--- src/rtl/key_debounce.sv ---
// key_debounce: synchronizes and debounces active-low push-buttons.
// Each key gets a 2-FF synchronizer and a registered polarity flip.
// It also gets its own debounce FSM, which produces a clean level and
// one-cycle press/release pulses.
// Optional feature macro: KEY_LONGPRESS_EN adds a one-shot long-press pulse
// per press. When the macro is not defined, key_long is tied to zero.
module key_debounce #(
  parameter int NUM_KEYS     = 4,
  parameter int DEBOUNCE_CNT = 1_000_000,  // must be >= 2
  parameter int LONG_CNT     = 50_000_000  // must be > DEBOUNCE_CNT
) (
  input  logic                sys_clk,
  input  logic                sys_rst,
  input  logic [NUM_KEYS-1:0] key_n,
  output logic [NUM_KEYS-1:0] key_state,
  output logic [NUM_KEYS-1:0] key_press,
  output logic [NUM_KEYS-1:0] key_release,
  output logic [NUM_KEYS-1:0] key_long
);

  localparam int CNT_W  = $clog2(LONG_CNT + 1);
  localparam int RCNT_W = $clog2(DEBOUNCE_CNT + 1);

  localparam logic [CNT_W-1:0]  DB_LAST  = CNT_W'(DEBOUNCE_CNT - 1);
  localparam logic [RCNT_W-1:0] RDB_LAST = RCNT_W'(DEBOUNCE_CNT - 1);
  localparam logic [CNT_W-1:0]  CNT_ONE  = CNT_W'(1);
  localparam logic [RCNT_W-1:0] RCNT_ONE = RCNT_W'(1);
`ifdef KEY_LONGPRESS_EN
  localparam logic [CNT_W-1:0]  LONG_LAST = CNT_W'(LONG_CNT - 1);
  localparam logic [CNT_W-1:0]  LONG_MAX  = CNT_W'(LONG_CNT);
`endif

  localparam logic [1:0] ST_IDLE       = 2'd0;
  localparam logic [1:0] ST_PRESS_WAIT = 2'd1;
  localparam logic [1:0] ST_PRESSED    = 2'd2;
  localparam logic [1:0] ST_REL_WAIT   = 2'd3;

  // Two metastability stages, then a registered inversion to "1 = pressed".
  // The extra stage gives the documented E+2+DEBOUNCE_CNT latency.
  logic [NUM_KEYS-1:0] sync1_reg;
  logic [NUM_KEYS-1:0] sync2_reg;
  logic [NUM_KEYS-1:0] p_reg;

  // Synchronizer idles at "released" so reset never looks like a press.
  always_ff @(posedge sys_clk) begin
    if (sys_rst) begin
      sync1_reg <= '1;
      sync2_reg <= '1;
      p_reg     <= '0;
    end else begin
      sync1_reg <= key_n;
      sync2_reg <= sync1_reg;
      p_reg     <= ~sync2_reg;
    end
  end

  genvar gi;
  generate
    for (gi = 0; gi < NUM_KEYS; gi++) begin : g_key
      logic              p_i;
      logic [1:0]        state_reg, state_next;
      logic [CNT_W-1:0]  cnt_reg, cnt_next;
      logic [RCNT_W-1:0] rcnt_reg, rcnt_next;
      logic              key_state_reg, key_state_next;
      logic              press_reg, press_next;
      logic              release_reg, release_next;
`ifdef KEY_LONGPRESS_EN
      logic              long_reg, long_next;
`endif

      assign p_i = p_reg[gi];

      // Next-state logic. cnt debounces presses and, optionally, times the
      // long press. rcnt debounces releases, so a release bounce never
      // disturbs the long-press timer.
      always_comb begin
        state_next     = state_reg;
        cnt_next       = cnt_reg;
        rcnt_next      = rcnt_reg;
        key_state_next = key_state_reg;
        press_next     = 1'b0;
        release_next   = 1'b0;
`ifdef KEY_LONGPRESS_EN
        long_next      = 1'b0;
`endif
        case (state_reg)
          ST_IDLE: begin
            key_state_next = 1'b0;
            if (p_i) begin
              state_next = ST_PRESS_WAIT;
              cnt_next   = CNT_ONE;
            end
          end
          ST_PRESS_WAIT: begin
            if (!p_i) begin
              state_next = ST_IDLE;
              cnt_next   = '0;
            end else if (cnt_reg == DB_LAST) begin
              state_next     = ST_PRESSED;
              key_state_next = 1'b1;
              press_next     = 1'b1;
              cnt_next       = '0;
            end else begin
              cnt_next = cnt_reg + 1'b1;
            end
          end
          ST_PRESSED: begin
            key_state_next = 1'b1;
            if (!p_i) begin
              state_next = ST_REL_WAIT;
              rcnt_next  = RCNT_ONE;
            end
`ifdef KEY_LONGPRESS_EN
            // Saturating timer; equality with LONG_LAST is hit once per press.
            if (cnt_reg != LONG_MAX) cnt_next = cnt_reg + 1'b1;
            if (cnt_reg == LONG_LAST) long_next = 1'b1;
`endif
          end
          ST_REL_WAIT: begin
            key_state_next = 1'b1;
            if (p_i) begin
              state_next = ST_PRESSED;
            end else if (rcnt_reg == RDB_LAST) begin
              state_next     = ST_IDLE;
              key_state_next = 1'b0;
              release_next   = 1'b1;
              cnt_next       = '0;
            end else begin
              rcnt_next = rcnt_reg + 1'b1;
            end
`ifdef KEY_LONGPRESS_EN
            // Keep timing through release bounces.
            // An accepted release cancels the long press.
            if (p_i || (rcnt_reg != RDB_LAST)) begin
              if (cnt_reg != LONG_MAX) cnt_next = cnt_reg + 1'b1;
              if (cnt_reg == LONG_LAST) long_next = 1'b1;
            end
`endif
          end
          default: begin
            state_next = ST_IDLE;
            cnt_next   = '0;
          end
        endcase
      end

      // Register FSM, counters and all outputs; reset drops pulses immediately.
      always_ff @(posedge sys_clk) begin
        if (sys_rst) begin
          state_reg     <= ST_IDLE;
          cnt_reg       <= '0;
          rcnt_reg      <= '0;
          key_state_reg <= 1'b0;
          press_reg     <= 1'b0;
          release_reg   <= 1'b0;
`ifdef KEY_LONGPRESS_EN
          long_reg      <= 1'b0;
`endif
        end else begin
          state_reg     <= state_next;
          cnt_reg       <= cnt_next;
          rcnt_reg      <= rcnt_next;
          key_state_reg <= key_state_next;
          press_reg     <= press_next;
          release_reg   <= release_next;
`ifdef KEY_LONGPRESS_EN
          long_reg      <= long_next;
`endif
        end
      end

      assign key_state[gi]   = key_state_reg;
      assign key_press[gi]   = press_reg;
      assign key_release[gi] = release_reg;
`ifdef KEY_LONGPRESS_EN
      assign key_long[gi]    = long_reg;
`else
      assign key_long[gi]    = 1'b0;
`endif
    end
  endgenerate

endmodule

--- config.mk ---
export PLATFORM = sky130hd
export DESIGN_NAME = key_debounce
export DESIGN_NICKNAME = d
export VERILOG_FILES = /design/src/rtl/key_debounce.sv
export SDC_FILE = /design/constraint.sdc
export NUM_CORES = 1
export LEC_CHECK = 0
export ABC_AREA = 1
export BUFFER_PORTS_ARGS = -buffer_cell sky130_fd_sc_hd__buf_2
export CAP_MARGIN = 15
export CORE_UTILIZATION = 45
export DETAILED_ROUTE_END_ITERATION = 10
export PLACE_DENSITY = 0.66
export SETUP_SLACK_MARGIN = 0.15
export SLEW_MARGIN = 40
export SYNTH_ARGS = -nofsm -noshare
export SYNTH_HDL_FRONTEND = slang
export SYNTH_SLANG_ARGS = --single-unit
--- constraint.sdc ---
create_clock -name sys_clk -period 2.4 [get_ports sys_clk]
set_input_delay 0.12 -clock sys_clk [delete_from_list [all_inputs] [get_ports sys_clk]]
set_output_delay 0.12 -clock sys_clk [all_outputs]
set_load 0.005 [all_outputs]
# After elaboration in Yosys (flattened, before gate mapping)
# Cells that the tools add are included.
[classes] n_reduce_logical=36 n_bitwise=13 n_eq_ne=56 n_mux=96 add_sub_neg=8
[op_table] op="$mux W26" count=20
[op_table] op="$pmux W26 S3" count=4
[op_table] op="$mux W20" count=12
[op_table] op="$pmux W20 S2" count=4
[op_table] op="$add A26 B1 Y26 const B" count=4
[op_table] op="$eq A26 B20 Y1 const B" count=4
[op_table] op="$add A20 B1 Y20 const B" count=4
[op_table] op="$eq A20 B20 Y1 const B" count=4
[op_table] op="$ne A2 B2 Y1 const B" count=28
[op_table] op="$mux W2" count=24
[op_table] op="$reduce_and A4 Y1" count=12
[op_table] op="$pmux W2 S4" count=4
[op_table] op="$mux W1" count=24
[op_table] op="$ne A3 B3 Y1 const B" count=8
[op_table] op="$reduce_or A3 Y1" count=8
[op_table] op="$eq A2 B2 Y1 const B" count=8
[op_table] op="$pmux W1 S4" count=4
[op_table] op="$not A1 Y1" count=12
[op_table] op="$reduce_bool A3 Y1" count=4
[op_table] op="$eq A2 B1 Y1 const B" count=4
[op_table] op="$logic_not A2 Y1" count=4
[op_table] op="$reduce_and A2 Y1" count=4
[op_table] op="$reduce_bool A2 Y1" count=4
[op_table] op="$not A4 Y4" count=1
[totals] out_inout_bits=16 wordCells=236 reg_bits=216 inputBits=6

# Depth between registers and ports, before layout
[logic_depth] ltp_word=4 mapped_depth=14 mapped_depth_nobuf=13

# Least setup slack after synthesis
# Ideal clock, no wire load.
[synth_timing] path_kind="reg2reg" start="reg g_key[2].state_reg[0]" end="reg g_key[2].cnt_reg[17]" slack_ns=0.526 path_buffers=1 stages_incl_launch_ff=13 t_arrival_ns=1.756 setup_ns=0.118 synth_period_minus_slack_ns=1.874 t_required_ns=2.282 cell_sequence="dfxtp_1 -> inv_1 -> ha_1 -> inv_1 -> nor2_1 -> or2_1 -> a21oi_2 -> nand2_2 -> inv_2 -> buf_6 -> nand2_2 -> nand2_2 -> nor2_1"
[synth_between] elab_chain_cells=3 word_cells_on_any_way=9 classes_between="eq/ne: 5; mux: 1; reduce/logical: 3"
[synth_rtl] item="start, declared" line_no="61" rtl="logic [1:0] state_reg, state_next;"
[synth_rtl] item="start signal, assigned" line_no="160" rtl="state_reg <= state_next;"
[synth_rtl] item="$eq A2 B2 Y1, or another cell as far along" line_no="86" rtl="case (state_reg)"
[synth_rtl] item="$ne A2 B2 Y1 (no line) or $reduce_bool A3 Y1 (tied branches)"
[synth_rtl] item="$reduce_and A4 Y1 (no line)"
[synth_rtl] item="end signal, assigned" line_no="161" rtl="cnt_reg <= cnt_next;"
[synth_rtl] item="end, declared" line_no="62" rtl="logic [CNT_W-1:0] cnt_reg, cnt_next;"
# Several ways; a longest one is shown, not always the timed one.
# A chain may end at the register's enable or synchronous reset.

# Final worst setup path
[layout_timing] start="reg g_key[3].rcnt_reg[0]" end="reg g_key[3].cnt_reg[1]"
[layout_between] elab_chain_cells=3
[layout_rtl] item="start, declared" line_no="63" rtl="logic [RCNT_W-1:0] rcnt_reg, rcnt_next;"
[layout_rtl] item="start signal, assigned" line_no="162" rtl="rcnt_reg <= rcnt_next;"
[layout_rtl] item="$eq A20 B20 Y1" line_no="123" rtl="end else if (rcnt_reg == RDB_LAST) begin"
[layout_rtl] item="$ne A2 B2 Y1 (no line)"
[layout_rtl] item="$reduce_and A4 Y1 (no line)"
[layout_rtl] item="end signal, assigned" line_no="161"
[layout_rtl] item="end, declared" line_no="62"
# No other way between the ends.

==> flow_metrics.env <==
export IMPL_portBuffers=17
export IMPL_r2r_start="g_key[3].rcnt_reg[0]$_SDFFE_PP0P_"
export IMPL_cpMaxStageDelayCell="dfxtp_1"
export IMPL_rsz0062_at_grt="no"
export IMPL_ir_worst_vdd_mv=0.5201
export IMPL_crit_path_start="g_key[3].rcnt_reg[0]$_SDFFE_PP0P_"
export IMPL_cpPeakStageDelay_ns=0.37
export IMPL_seq_area_frac_synth=0.3316
export IMPL_drc_errors=0
export IMPL_ys_flop_type="dfxtp_1"
export IMPL_synth_edf_count=0
export IMPL_ant_nets=0
export IMPL_grt_max_degree=70
export IMPL_cts_buffer_depth=3
export IMPL_dp_final_hpwl_um=21960
export IMPL_antenna_found_initial=0
export IMPL_placed_area_sq_um=13430
export IMPL_r2r_setup_slack_ns=0.36
export IMPL_post_place_ws_ns=0.2315
export IMPL_period_minus_slack_ns=2.041
export IMPL_ys_seq_elements=216
export IMPL_fin_ws_ns=0.3586
export IMPL_r2r_end="g_key[3].cnt_reg[1]$_SDFFE_PP0P_"
export IMPL_synthTopCellsByCount="nand2_1 (592), nor2_1 (397), inv_1 (235)"
export IMPL_finalHoldViolCount=0
export IMPL_slew_violations=0
export IMPL_end_kind="flip-flop"
export IMPL_p_leak_nw=5.359
export IMPL_cp_cell_sequence="ha_1, nand2_1, nor2_2, nand2_1, nor2_1, nand2_2, nand2_2, nand2_4, nor2_1, nand2_1, a21oi_1"
export IMPL_start_kind="flip-flop"
export IMPL_cts_root_buf="clkbuf_16"
export IMPL_syn_area_per_cell_sq_um=6.121
export IMPL_fin_nets=2177
export IMPL_fin_skew_ns=0.006798
export IMPL_cts_buffers=26
export IMPL_worstPathRequired_ns=2.86
export IMPL_cp_top_family="simple AND/OR/NAND/NOR gates"
export IMPL_die_w_um=172.2
export IMPL_holdPathStages=3
export IMPL_grt_usage=0.2119
export IMPL_die_area_sq_um=29660
export IMPL_finalPower_mw=10.09
export IMPL_cpMostUsedCell="nand2_1"
export IMPL_fin_tns_setup_ns=0
export IMPL_area_delta_synth_final_pct=10.80
export IMPL_wl_um=30690
export IMPL_grt_pass1_wl_um=53340
export IMPL_finalSetupViolCount=0
export IMPL_vias=12910
export IMPL_num_antenna_cells=0
export IMPL_r2r_cells=11
export IMPL_wl_per_cell_um=12.08
export IMPL_status="completed"
export IMPL_post_route_period_util=0.8506
export IMPL_grt_pass1_vias=11810
export IMPL_whs_endpoint="sync1_reg[2]$_SDFF_PP1_"
export IMPL_gp_congestion=0.9248
export IMPL_instances_no_fill=2540
export IMPL_insertion_delay_ns=0.53
export IMPL_cp_max_fo=24
export IMPL_min_from="key_n[2]"
export IMPL_cts_tree="done"
export IMPL_drive_gt1_frac=0.06799
export IMPL_netlist_area_leader_share=0.3316
export IMPL_fin_util=0.5130
export IMPL_maxCapViolCount=0
export IMPL_dp_cells=2487
export IMPL_crit_buf_inv=0
export IMPL_power_density_nw_per_um2=698.2
export IMPL_synth_area_leaders="dfxtp_1 (33%), nand2_1 (17%), nor2_1 (11%)"
export IMPL_num_io_pins=22
export IMPL_min_delay_path_class="input port to flip-flop"
export IMPL_synth_cell_types=46
export IMPL_dr_pass1_iters=5
export IMPL_synth_warnings=0
export IMPL_core_sq_um=28160
export IMPL_via_per_inst=5.084
export IMPL_largest_reg_flops=104
export IMPL_arrival_ns=2.50
export IMPL_overflow=0
export IMPL_synthArstFlopShare=0
export IMPL_htreeDepth=1
export IMPL_num_rows=61
export IMPL_stdcell_area_sq_um=14450
export IMPL_drtIter0Drc=727
export IMPL_crit_type="flip-flop to flip-flop"
export IMPL_synth_top_area_cell="dfxtp_1"
export IMPL_clkSinkCount=216
export IMPL_synth_most_common_cell="nand2_1"
export IMPL_clk_pin_slew_ns=0.06
export IMPL_die_height_um=172.2
export IMPL_syn_area_sq_um=13040
export IMPL_synth_cells=2130
export IMPL_fmaxAchievable_ghz=0.4899
export IMPL_finalHoldWorstSlack_ns=0.3045
export IMPL_start_util=0.4630
-- layout make-up --
type / instances / area, sq um
fillers: 2866 / 13720
clock buffers: 41 / 808.3
repair buffers: 50 / 404.1
multi-input cells: 1606 / 7435
flip-flops and latches: 216 / 4325
inverters: 245 / 930.9
well taps: 378 / 473.0
clock inverters: 4 / 70.07
-- tightest hold or removal path, cell delays in order --
cell and delay, ns:
dlygate4sd3_1 0.52, buf_2 0.09, or2_2 0.08
-- layer usage --
layer	wire length (um)	GRT usage	vias to the layer above
met3	1200	0.02541	40
met1	14890	0.2803	5830
met5	0	0	-
met2	14100	0.3612	231
li1	-	-	6813
met4	506	0.05964	0
-- cell families (layout without fill, tap and decap cells) --
group,after synthesis,after routing,share of synthesized area
XOR/XNOR,23,23,0.01545
flip-flops,216,216,0.3316
other,1,4,0.0002876
buffers and inverters,311,340,0.1022
adder cells (fa/ha/maj),26,26,0.02495
AO/OA/AOI/OAI,203,203,0.08636
AND/OR/NAND/NOR,1350,1350,0.4391
-- what timing repair did --
action / in CTS / in global routing
endpoints found under the hold margin: 17 / 0
hold buffers: 6 / 0
setup endpoints to repair: 0 / 80
buffers inserted: 0 / 1
gates resized for setup: 0 / 17
-- power by group --
group	internal, mW	leakage, nW	switching [mW]
Sequential	3.70	1.74	0.115
Combinational	0.645	3.18	1.62
Clock	2.50	0.433	1.51
Total	6.85	5.36	3.24
-- worst max-delay path by stage --
stage | to | slack, ns | depth (start not counted)
final | g_key[3].cnt_reg[1]$_SDFFE_PP0P_ | 0.36 | 11
after global routing | g_key[3].cnt_reg[17]$_SDFFE_PP0P_ | 0.16 | 10
after CTS | g_key[3].cnt_reg[1]$_SDFFE_PP0P_ | 0.21 | 11
after detailed placement | g_key[3].cnt_reg[0]$_SDFFE_PP0P_ | 0.23 | 11
after global placement | g_key[3].cnt_reg[0]$_SDFFE_PP0P_ | 0.30 | 11
after floorplan | g_key[2].cnt_reg[17]$_SDFFE_PP0P_ | 0.53 | 12
-- placed cells by master (no fill, tap or decap), drive strengths merged, types with 41 or more instances in the layout --
master  count
a21oi     110
buf        44
clkbuf     41
dfxtp     216
inv       241
nand2     609
nand3     180
nand4      64
nor2      402
nor3       59
o21ai      61
Power figures use the tool's default switching activity.
